==> config.mk <==
export PLATFORM = sky130hd
export DESIGN_NAME = hazard_unit
export DESIGN_NICKNAME = d
export VERILOG_FILES = /design/src/rtl/hazard_pkg.sv /design/src/rtl/hazard_scoreboard.sv /design/src/rtl/hazard_unit.sv
export SDC_FILE = /design/constraint.sdc
export NUM_CORES = 1
export LEC_CHECK = 0
export CAP_MARGIN = 20
export CORE_ASPECT_RATIO = 1.2
export CORE_UTILIZATION = 52
export DETAILED_ROUTE_END_ITERATION = 8
export PLACE_DENSITY = 0.83
export SYNTH_ARGS = -nofsm -noshare
export SYNTH_HDL_FRONTEND = slang
export SYNTH_HIERARCHICAL = 1
export SYNTH_SLANG_ARGS = --single-unit
==> constraint.sdc <==
create_clock -name clk -period 1.65 [get_ports clk]
set_input_delay 0.33 -clock clk [delete_from_list [all_inputs] [get_ports clk]]
set_output_delay 0.33 -clock clk [all_outputs]
set_load 0.01 [all_outputs]
==> src/rtl/hazard_pkg.sv <==
`default_nettype none
// ============================================================================
// Module      : hazard_pkg
// Description : Shared types and constants for the pipeline hazard controller:
//               forwarding select encodings, FSM states, scoreboard entry
//               layout and small helpers used by the forwarding logic.
// Revision    : 1.0 - initial release
// ============================================================================
package hazard_pkg;

    // Register index width of the core's register file
    localparam int REG_NUM_SIZE = 5;

    // EX-stage operand source selects
    localparam logic [1:0] FWD_RF  = 2'b00;
    localparam logic [1:0] FWD_WB  = 2'b01;
    localparam logic [1:0] FWD_MEM = 2'b10;

    // Memory-wait controller states
    typedef enum logic [0:0] {
        ST_RUN      = 1'b0,
        ST_MEM_WAIT = 1'b1
    } hz_state_t;

    // One in-flight instruction as tracked by the scoreboard
    typedef struct packed {
        logic                    valid;
        logic [REG_NUM_SIZE-1:0] rd;
        logic [REG_NUM_SIZE-1:0] rs1;
        logic [REG_NUM_SIZE-1:0] rs2;
        logic                    we;
        logic                    load;
        logic                    store;
    } sb_entry_t;

    // An empty slot; bubbles are all-zero so their sources never match a writer
    localparam sb_entry_t SB_BUBBLE = '0;

    // True when the entry will actually update the register file (x0 excluded)
    function automatic logic real_write(input sb_entry_t e);
        return e.valid & e.we & (e.rd != '0);
    endfunction

    // Pick the operand source for one EX source index; the younger MEM result wins
    function automatic logic [1:0] fwd_select(
        input logic [REG_NUM_SIZE-1:0] rs,
        input sb_entry_t               mem_e,
        input sb_entry_t               wb_e
    );
        logic [1:0] sel;
        sel = FWD_RF;
        if (real_write(mem_e) && (mem_e.rd == rs)) begin
            sel = FWD_MEM;
        end else if (real_write(wb_e) && (wb_e.rd == rs)) begin
            sel = FWD_WB;
        end
        return sel;
    endfunction

endpackage
`default_nettype wire

==> src/rtl/hazard_scoreboard.sv <==
`default_nettype none
// ============================================================================
// Module      : hazard_scoreboard
// Description : Three-entry destination scoreboard (EX, MEM, WB) mirroring the
//               in-flight instructions. Shifts one stage per cycle, can hold
//               all entries, and can load a bubble into EX instead of the
//               decode instruction.
// Revision    : 1.0 - initial release
// ============================================================================
module hazard_scoreboard
    import hazard_pkg::*;
(
    input  logic      clk,
    input  logic      rst,
    input  logic      i_hold,
    input  logic      i_bubble,
    input  sb_entry_t i_dec,
    output sb_entry_t o_ex,
    output sb_entry_t o_mem,
    output sb_entry_t o_wb
);

    sb_entry_t r_ex;
    sb_entry_t r_mem;
    sb_entry_t r_wb;

    // Advance the shadow pipeline unless frozen; EX takes decode or a bubble
    always_ff @(posedge clk) begin
        if (rst) begin
            r_ex  <= SB_BUBBLE;
            r_mem <= SB_BUBBLE;
            r_wb  <= SB_BUBBLE;
        end else if (!i_hold) begin
            r_wb  <= r_mem;
            r_mem <= r_ex;
            r_ex  <= i_bubble ? SB_BUBBLE : i_dec;
        end
    end

    assign o_ex  = r_ex;
    assign o_mem = r_mem;
    assign o_wb  = r_wb;

endmodule
`default_nettype wire

==> src/rtl/hazard_unit.sv <==
`default_nettype none
// ============================================================================
// Module      : hazard_unit
// Description : Pipeline hazard controller for the 5-stage RISC-V core.
//               Tracks in-flight destinations, resolves load-use and taken
//               branch hazards with stalls/flushes, selects EX operand
//               forwarding sources, and freezes the pipeline while data
//               memory is busy, flagging an over-long wait.
// Revision    : 1.0 - initial release
// ============================================================================
module hazard_unit
    import hazard_pkg::*;
#(
    parameter int unsigned WAIT_LIMIT   = 16,
    parameter int          REG_NUM_SIZE = hazard_pkg::REG_NUM_SIZE
) (
    input  logic                    clk,
    input  logic                    rst,
    input  logic [REG_NUM_SIZE-1:0] RS1_D,
    input  logic [REG_NUM_SIZE-1:0] RS2_D,
    input  logic [REG_NUM_SIZE-1:0] RD_D,
    input  logic                    DE_WE_D,
    input  logic                    MEM_REG_D,
    input  logic                    MEM_WE_D,
    input  logic                    BRN_TAKEN_EX,
    input  logic                    MEM_READY,
    output logic                    STALL_F,
    output logic                    STALL_D,
    output logic                    STALL_E,
    output logic                    STALL_M,
    output logic                    FLUSH_F,
    output logic                    FLUSH_D,
    output logic [1:0]              FWD1_EX,
    output logic [1:0]              FWD2_EX,
    output logic                    MEM_TIMEOUT
);

    localparam logic [7:0] c_wait_limit = 8'(WAIT_LIMIT);
    localparam logic [7:0] c_wait_max   = 8'hFF;

    sb_entry_t  w_dec;
    sb_entry_t  w_ex;
    sb_entry_t  w_mem;
    sb_entry_t  w_wb;

    hz_state_t  r_state;
    logic [7:0] r_wait_cnt;
    logic       r_timeout;

    logic       w_mem_access;
    logic       w_mem_stall;
    logic       w_freeze;
    logic       w_branch;
    logic       w_load_use;
    logic       w_bubble;
    logic [7:0] w_wait_cnt_inc;
    logic [1:0] w_fwd1;
    logic [1:0] w_fwd2;
    logic       w_unused_fields;

    // Package the decode-stage fields as the next EX scoreboard entry
    always_comb begin
        w_dec       = SB_BUBBLE;
        w_dec.valid = 1'b1;
        w_dec.rd    = RD_D;
        w_dec.rs1   = RS1_D;
        w_dec.rs2   = RS2_D;
        w_dec.we    = DE_WE_D;
        w_dec.load  = MEM_REG_D;
        w_dec.store = MEM_WE_D;
    end

    hazard_scoreboard u_scoreboard (
        .clk      (clk),
        .rst      (rst),
        .i_hold   (w_freeze),
        .i_bubble (w_bubble),
        .i_dec    (w_dec),
        .o_ex     (w_ex),
        .o_mem    (w_mem),
        .o_wb     (w_wb)
    );

    // The MEM entry is a memory access that has not completed this cycle.
    // While waiting the MEM entry is held, so this also covers MEM_WAIT;
    // the state term keeps the freeze tied to the controller explicitly.
    assign w_mem_access = w_mem.valid & (w_mem.load | w_mem.store);
    assign w_mem_stall  = w_mem_access & ~MEM_READY;
    assign w_freeze     = ((r_state == ST_MEM_WAIT) & ~MEM_READY)
                        | ((r_state == ST_RUN) & w_mem_stall);

    // Branch beats load-use; both are ignored while frozen so a branch in EX
    // resolves in the first cycle after the freeze lifts
    assign w_branch   = ~w_freeze & BRN_TAKEN_EX & w_ex.valid;
    assign w_load_use = ~w_freeze & ~w_branch & w_ex.valid & w_ex.load
                      & (w_ex.rd != '0)
                      & ((w_ex.rd == RS1_D) | (w_ex.rd == RS2_D));
    assign w_bubble   = w_branch | w_load_use;

    // Forwarding selects for the instruction currently in EX
    assign w_fwd1 = w_ex.valid ? fwd_select(w_ex.rs1, w_mem, w_wb) : FWD_RF;
    assign w_fwd2 = w_ex.valid ? fwd_select(w_ex.rs2, w_mem, w_wb) : FWD_RF;

    assign w_wait_cnt_inc = (r_wait_cnt == c_wait_max) ? c_wait_max
                                                       : r_wait_cnt + 8'd1;

    // Memory-wait controller: state, saturating wait counter, sticky timeout
    always_ff @(posedge clk) begin
        if (rst) begin
            r_state    <= ST_RUN;
            r_wait_cnt <= '0;
            r_timeout  <= 1'b0;
        end else begin
            case (r_state)
                ST_RUN: begin
                    if (w_mem_stall) begin
                        r_state    <= ST_MEM_WAIT;
                        r_wait_cnt <= '0;
                    end
                end
                ST_MEM_WAIT: begin
                    r_wait_cnt <= w_wait_cnt_inc;
                    if (w_wait_cnt_inc >= c_wait_limit) begin
                        r_timeout <= 1'b1;
                    end
                    if (MEM_READY) begin
                        r_state <= ST_RUN;
                    end
                end
                default: begin
                    r_state <= ST_RUN;
                end
            endcase
        end
    end

    // Drive the pipeline controls; everything is forced low during reset
    always_comb begin
        STALL_F     = ~rst & (w_freeze | w_load_use);
        STALL_D     = ~rst & (w_freeze | w_load_use);
        STALL_E     = ~rst & w_freeze;
        STALL_M     = ~rst & w_freeze;
        FLUSH_F     = ~rst & w_branch;
        FLUSH_D     = ~rst & (w_branch | w_load_use);
        FWD1_EX     = rst ? FWD_RF : w_fwd1;
        FWD2_EX     = rst ? FWD_RF : w_fwd2;
        MEM_TIMEOUT = ~rst & r_timeout;
    end

    // Entry fields that no hazard rule looks at in these stages
    assign w_unused_fields = ^{w_ex.we, w_ex.store, w_mem.rs1, w_mem.rs2,
                               w_wb.rs1, w_wb.rs2, w_wb.load, w_wb.store};

endmodule
`default_nettype wire

==> After elaboration in Yosys (flattened, before gate mapping) <==
Cells that the tools add are included.
W data, S select, Z words.
{ "word_totals": {"mem_count": 0, "rom_bits": 0, "mem_bits_rw": 0, "regBits": 45, "latch_bits": 0, "wordCells": 81} }
{ "op_classes": {"add_sub_neg": 1, "mul": 0, "order_cmp": 1, "muxes": 15, "n_bitwise": 30, "n_div": 0, "eq_ne": 8, "n_shift": 0, "n_reduce_logical": 8} }
{ "ops": {"columns": ["operator", "n"], "rows": [
  ["$eq A5 B5 Y1", 6],
  ["$and A1 B1 Y1", 20],
  ["$mux W19", 1],
  ["$mux W8", 2],
  ["$pmux W8 S2", 1],
  ["$reduce_bool A5 Y1", 3],
  ["$mux W2", 6],
  ["$add A8 B1 Y8 const B", 1],
  ["$eq A8 B8 Y1 const B", 1],
  ["$ge A8 B5 Y1 const B", 1],
  ["$not A1 Y1", 5],
  ["$or A1 B1 Y1", 5],
  ["$logic_and A1 B1 Y1", 4],
  ["$mux W1", 4],
  ["$ne A2 B2 Y1 const B", 1],
  ["$pmux W1 S2", 1],
  ["$reduce_and A2 Y1", 1]
]} }

==> Logic depth before layout (Yosys ltp) <==
{ "depth": {"word_depth": 16, "depth_mapped": 8, "ltp_nobuf": 6} }

==> Hierarchy <==
Netlist, hierarchy kept.
{ "modules_own_cells": {"columns": ["module", "cells_per_inst", "area_each_um2", "n_inst", "seq_area_each_um2"], "rows": [
  ["hazard_scoreboard", 208, 2164.6, 1, 1141.1],
  ["hazard_unit", 139, 1038.5, 1, 200.2]
]} }

==> Least setup slack after synthesis <==
No wires, ideal clock.
{ "synth_path": {"kind": "reg2out", "start": "reg u_scoreboard.r_mem, in the netlist u_scoreboard/o_mem[14]", "end": "out FWD2_EX[0]", "t_required_ns": 1.320, "arrival_ns": 1.469, "path_stages_with_launch": 5, "path_slack_ns": -0.149, "cell_sequence": "dfxtp_1 -> or4_1 -> o211ai_2 -> nor4_1 -> nor4_2"} }
{ "synth_via": {"elab_chain_cells": 6, "elab_cells_between_ends": 7, "cone_classes": "eq/ne (1); mux (3); bitwise (1); reduce/logical (2)"} }
{ "synth_rtl": {"columns": ["element", "line_no", "rtl"], "rows": [
  ["start, declared", "hazard_scoreboard.sv:24", "sb_entry_t r_mem;"],
  ["start signal, assigned", "hazard_scoreboard.sv:35", "r_mem <= r_ex;"],
  ["$reduce_bool A5 Y1", "hazard_pkg.sv:41", "return e.valid & e.we & (e.rd != '0);"],
  ["$and A1 B1 Y1", "hazard_pkg.sv:41", null],
  ["$logic_and A1 B1 Y1 (*)", "hazard_pkg.sv:52", "if (real_write(mem_e) && (mem_e.rd == rs)) begin"],
  ["$mux W2 (*)", "hazard_pkg.sv:52", null],
  ["$mux W2 (*)", "hazard_unit.sv:102", "assign w_fwd2 = w_ex.valid ? fwd_select(w_ex.rs2, w_mem, w_wb) : FWD_RF;"],
  ["$mux W2 (*)", "hazard_unit.sv:146", "FWD2_EX = rst ? FWD_RF : w_fwd2;"],
  ["end, declared", "hazard_unit.sv:34", "output logic [1:0] FWD2_EX,"]
]} }
Mark *: on every way between the ends. The rest lies on a longest branch, timed or not.

==> Worst setup path after layout <==
{ "layout_path": {"start": "reg u_scoreboard.r_mem, in the netlist u_scoreboard/o_mem[16]", "end": "out FWD1_EX[0]"} }
{ "layout_via": {"elab_chain_cells": 6, "elab_cells_between_ends": 7, "cone_classes": "eq/ne (1); mux (3); bitwise (1); reduce/logical (2)"} }
{ "layout_rtl": {"columns": ["element", "line_no", "rtl"], "rows": [
  ["$reduce_bool A5 Y1", "hazard_pkg.sv:41", null],
  ["$and A1 B1 Y1", "hazard_pkg.sv:41", null],
  ["$logic_and A1 B1 Y1 (*)", "hazard_pkg.sv:52", null],
  ["$mux W2 (*)", "hazard_pkg.sv:52", null],
  ["$mux W2 (*)", "hazard_unit.sv:101", "assign w_fwd1 = w_ex.valid ? fwd_select(w_ex.rs1, w_mem, w_wb) : FWD_RF;"],
  ["$mux W2 (*)", "hazard_unit.sv:145", "FWD1_EX = rst ? FWD_RF : w_fwd1;"],
  ["end, declared", "hazard_unit.sv:33", "output logic [1:0] FWD1_EX,"]
]} }
Marked as above.

==> impl_metrics.ini <==
[logic_synthesis]
ys_warn_count = 6
syn_inst = 281
syn_area_per_cell_sq_um = 8.75
syn_nets = 304
syn_area_sq_um = 2460

[pwr]
p_sw_share_pct = 30.8
leakage_nw = 1.52
p_sw_mw = 0.752
power_density_nw_per_um2 = 628
ir_drop_mv = 0.635
p_comb_share_pct = 21.5
internal_power_mw = 1.69
pwr-share-seq_pct = 48.8
power_frac_clock_pct = 29.7

[clocking]
clk_path_buf_depth = 2
htreeDepth = 2
numCtsBuffers = 5
clkTransAtPathRegs_ns = 0.09
clkSinkCount = 45
clockRootBuffer = clkbuf_8
clock_latency_ns = 0.32
ctsHoldBuffers = 0
cts_tree = built

[grt]
grt_pass1_vias = 2698
antenna_found_initial = 0
overflow = 0
grt_pass1_wl_mm = 13.8
grt_usage_pct = 37.6
grt_max_degree = 28

[run]
drv_cap = 0

[setup_path]
cp.arrival_ns = 1.97
max_stage_delay_ns = 0.55
required_ns = 1.32
crit_buf_inv = 2
slowest_stage = or4_4
end_kind = output port
path_class = flop to output port
r2r_setup_slack_ns = -0.46
path_cells = or4_4 -> o211ai_4 -> buf_6 -> nor4_2 -> nor4_4 -> buf_2
path_max_fanout = 2
worst_setup_path_start_kind = flop
crit_family = simple AND/OR/NAND/NOR gates

[detailed_routing]
wire_per_inst_um = 24.2
dr.max_layer_used = met4
drc = 0
avgViaCountPerCell = 6.44
antenna_left = 0
drt_iter0_drc = 278
first_pass_iters = 7
routed_wl_mm = 10.2
wl_met3_um = 683
routed-wl-met2_mm = 5.22
vias = 2703
wl_met1_mm = 3.48

[outcome]
status = finished with violations
violations = setup timing

[floorplanning]
die_w_um = 64.8
ios = 33
coreArea_sq_um = 4560
die-area_sq_um = 5010
fp.dieH_um = 77.3
row_count = 27
start_util_pct = 53.9

[final_layout]
nets = 384
layout-drive-gt1-share_pct = 46.1
synthToLayoutAreaGrowth_pct = 58.2
final_core_util_pct = 85.3
stdcell_area_sq_um = 3890
nFillCells = 223
num_antenna_cells = 0

[timing]
setup_tns_ns = -16.35
min_period_ns = 2.30
worst_hold_slack_ns = 0.491
setup_slack_ns = -0.654
setup_viol = 46
hold_viol_final = 0
rsz0062_at_grt = yes
period_share_pct = 140
fmax_ghz = 0.434
fin_skew_ns = 0.00874
finalMaxSlewViolations = 0

[place]
gp_congestion = 0.841
io_buffers = 32
hpwl_mm = 4.34
place_area_sq_um = 3080
dp_slack_ns = -0.862

[worst_hold_path]
holdCritPathClass = input port to flop
==> registers in the layout, indices dropped and copies added, names as in the netlist <==
name / flops
u_scoreboard/o_wb: 7
r_wait_cnt: 8
r_timeout: 1
u_scoreboard/o_mem: 9
u_scoreboard/o_ex: 19
r_state: 1
==> power by group through the flow <==
stage	Combinational (mW)	Clock (mW)	Sequential, mW
floorplan	0.185	0	1.20
global placement	0.332	0	1.20
detailed placement	0.345	0	1.20
CTS	0.439	0.686	1.18
global route	0.545	0.768	1.19
finish	0.527	0.726	1.19
==> through the flow <==
stage / instances / power [mW]
5_1_grt: 420 / 2.51
4_1_cts: 419 / 2.30
6_report: 420 / 2.45
2_1_floorplan: 281 / 1.38
3_5_place_dp: 393 / 1.54
3_3_place_gp: 393 / 1.53
==> worst min-delay path: stages <==
cell	delay [ns]
buf_2	0.11
buf_4	0.26
a21oi_1	0.06
==> area by class of cell <==
| cell class | count | area, sq um | share of cell area [%] |
|---|---|---|---|
| clock inverter | 3 | 17.5 | 0.450 |
| tap | 58 | 72.6 | 1.86 |
| inverter | 4 | 18.8 | 0.482 |
| clock buffer | 5 | 68.8 | 1.77 |
| multi-input combinational | 211 | 1800 | 46.2 |
| timing repair buffer | 94 | 983 | 25.3 |
| sequential | 45 | 932 | 24.0 |
==> cell usage in the layout (no fill, tap or decap), drive strengths merged, types with 11 or more instances in the layout <==
cell / count
buf: 70
mux2i: 16
nor2: 26
o22ai: 19
nand2b: 19
xor2: 24
dfxtp: 45
o21ai: 13
dlygate4sd2: 11
nand2: 26
==> worst paths after layout <==
path | startpoint | endpoint | cells past startpoint
hold / removal | rst | r_wait_cnt[3] | 3
setup reg to reg | u_scoreboard/o_mem[18] | u_scoreboard/o_ex[5] | 11
setup / recovery | u_scoreboard/o_mem[16] | FWD1_EX[0] | 6
hold reg to reg | u_scoreboard/o_ex[0] | u_scoreboard/o_ex[0] | 2
==> what timing repair did <==
item	in CTS	in global routing
setup endpoints to repair	46	46
buffers inserted	14	6
pin swaps	14	17
gates resized for setup	121	50
cloned	4	2
==> routing by layer <==
| layer | up-vias | track usage (%) |
|---|---|---|
| met4 | 0 | 24.7 |
| met5 | - | 0 |
| met2 | 191 | 66.0 |
| met3 | 76 | 10.3 |
| met1 | 1304 | 38.0 |
| li1 | 1132 | - |
No activity file was read; power rests on OpenSTA's default activity.
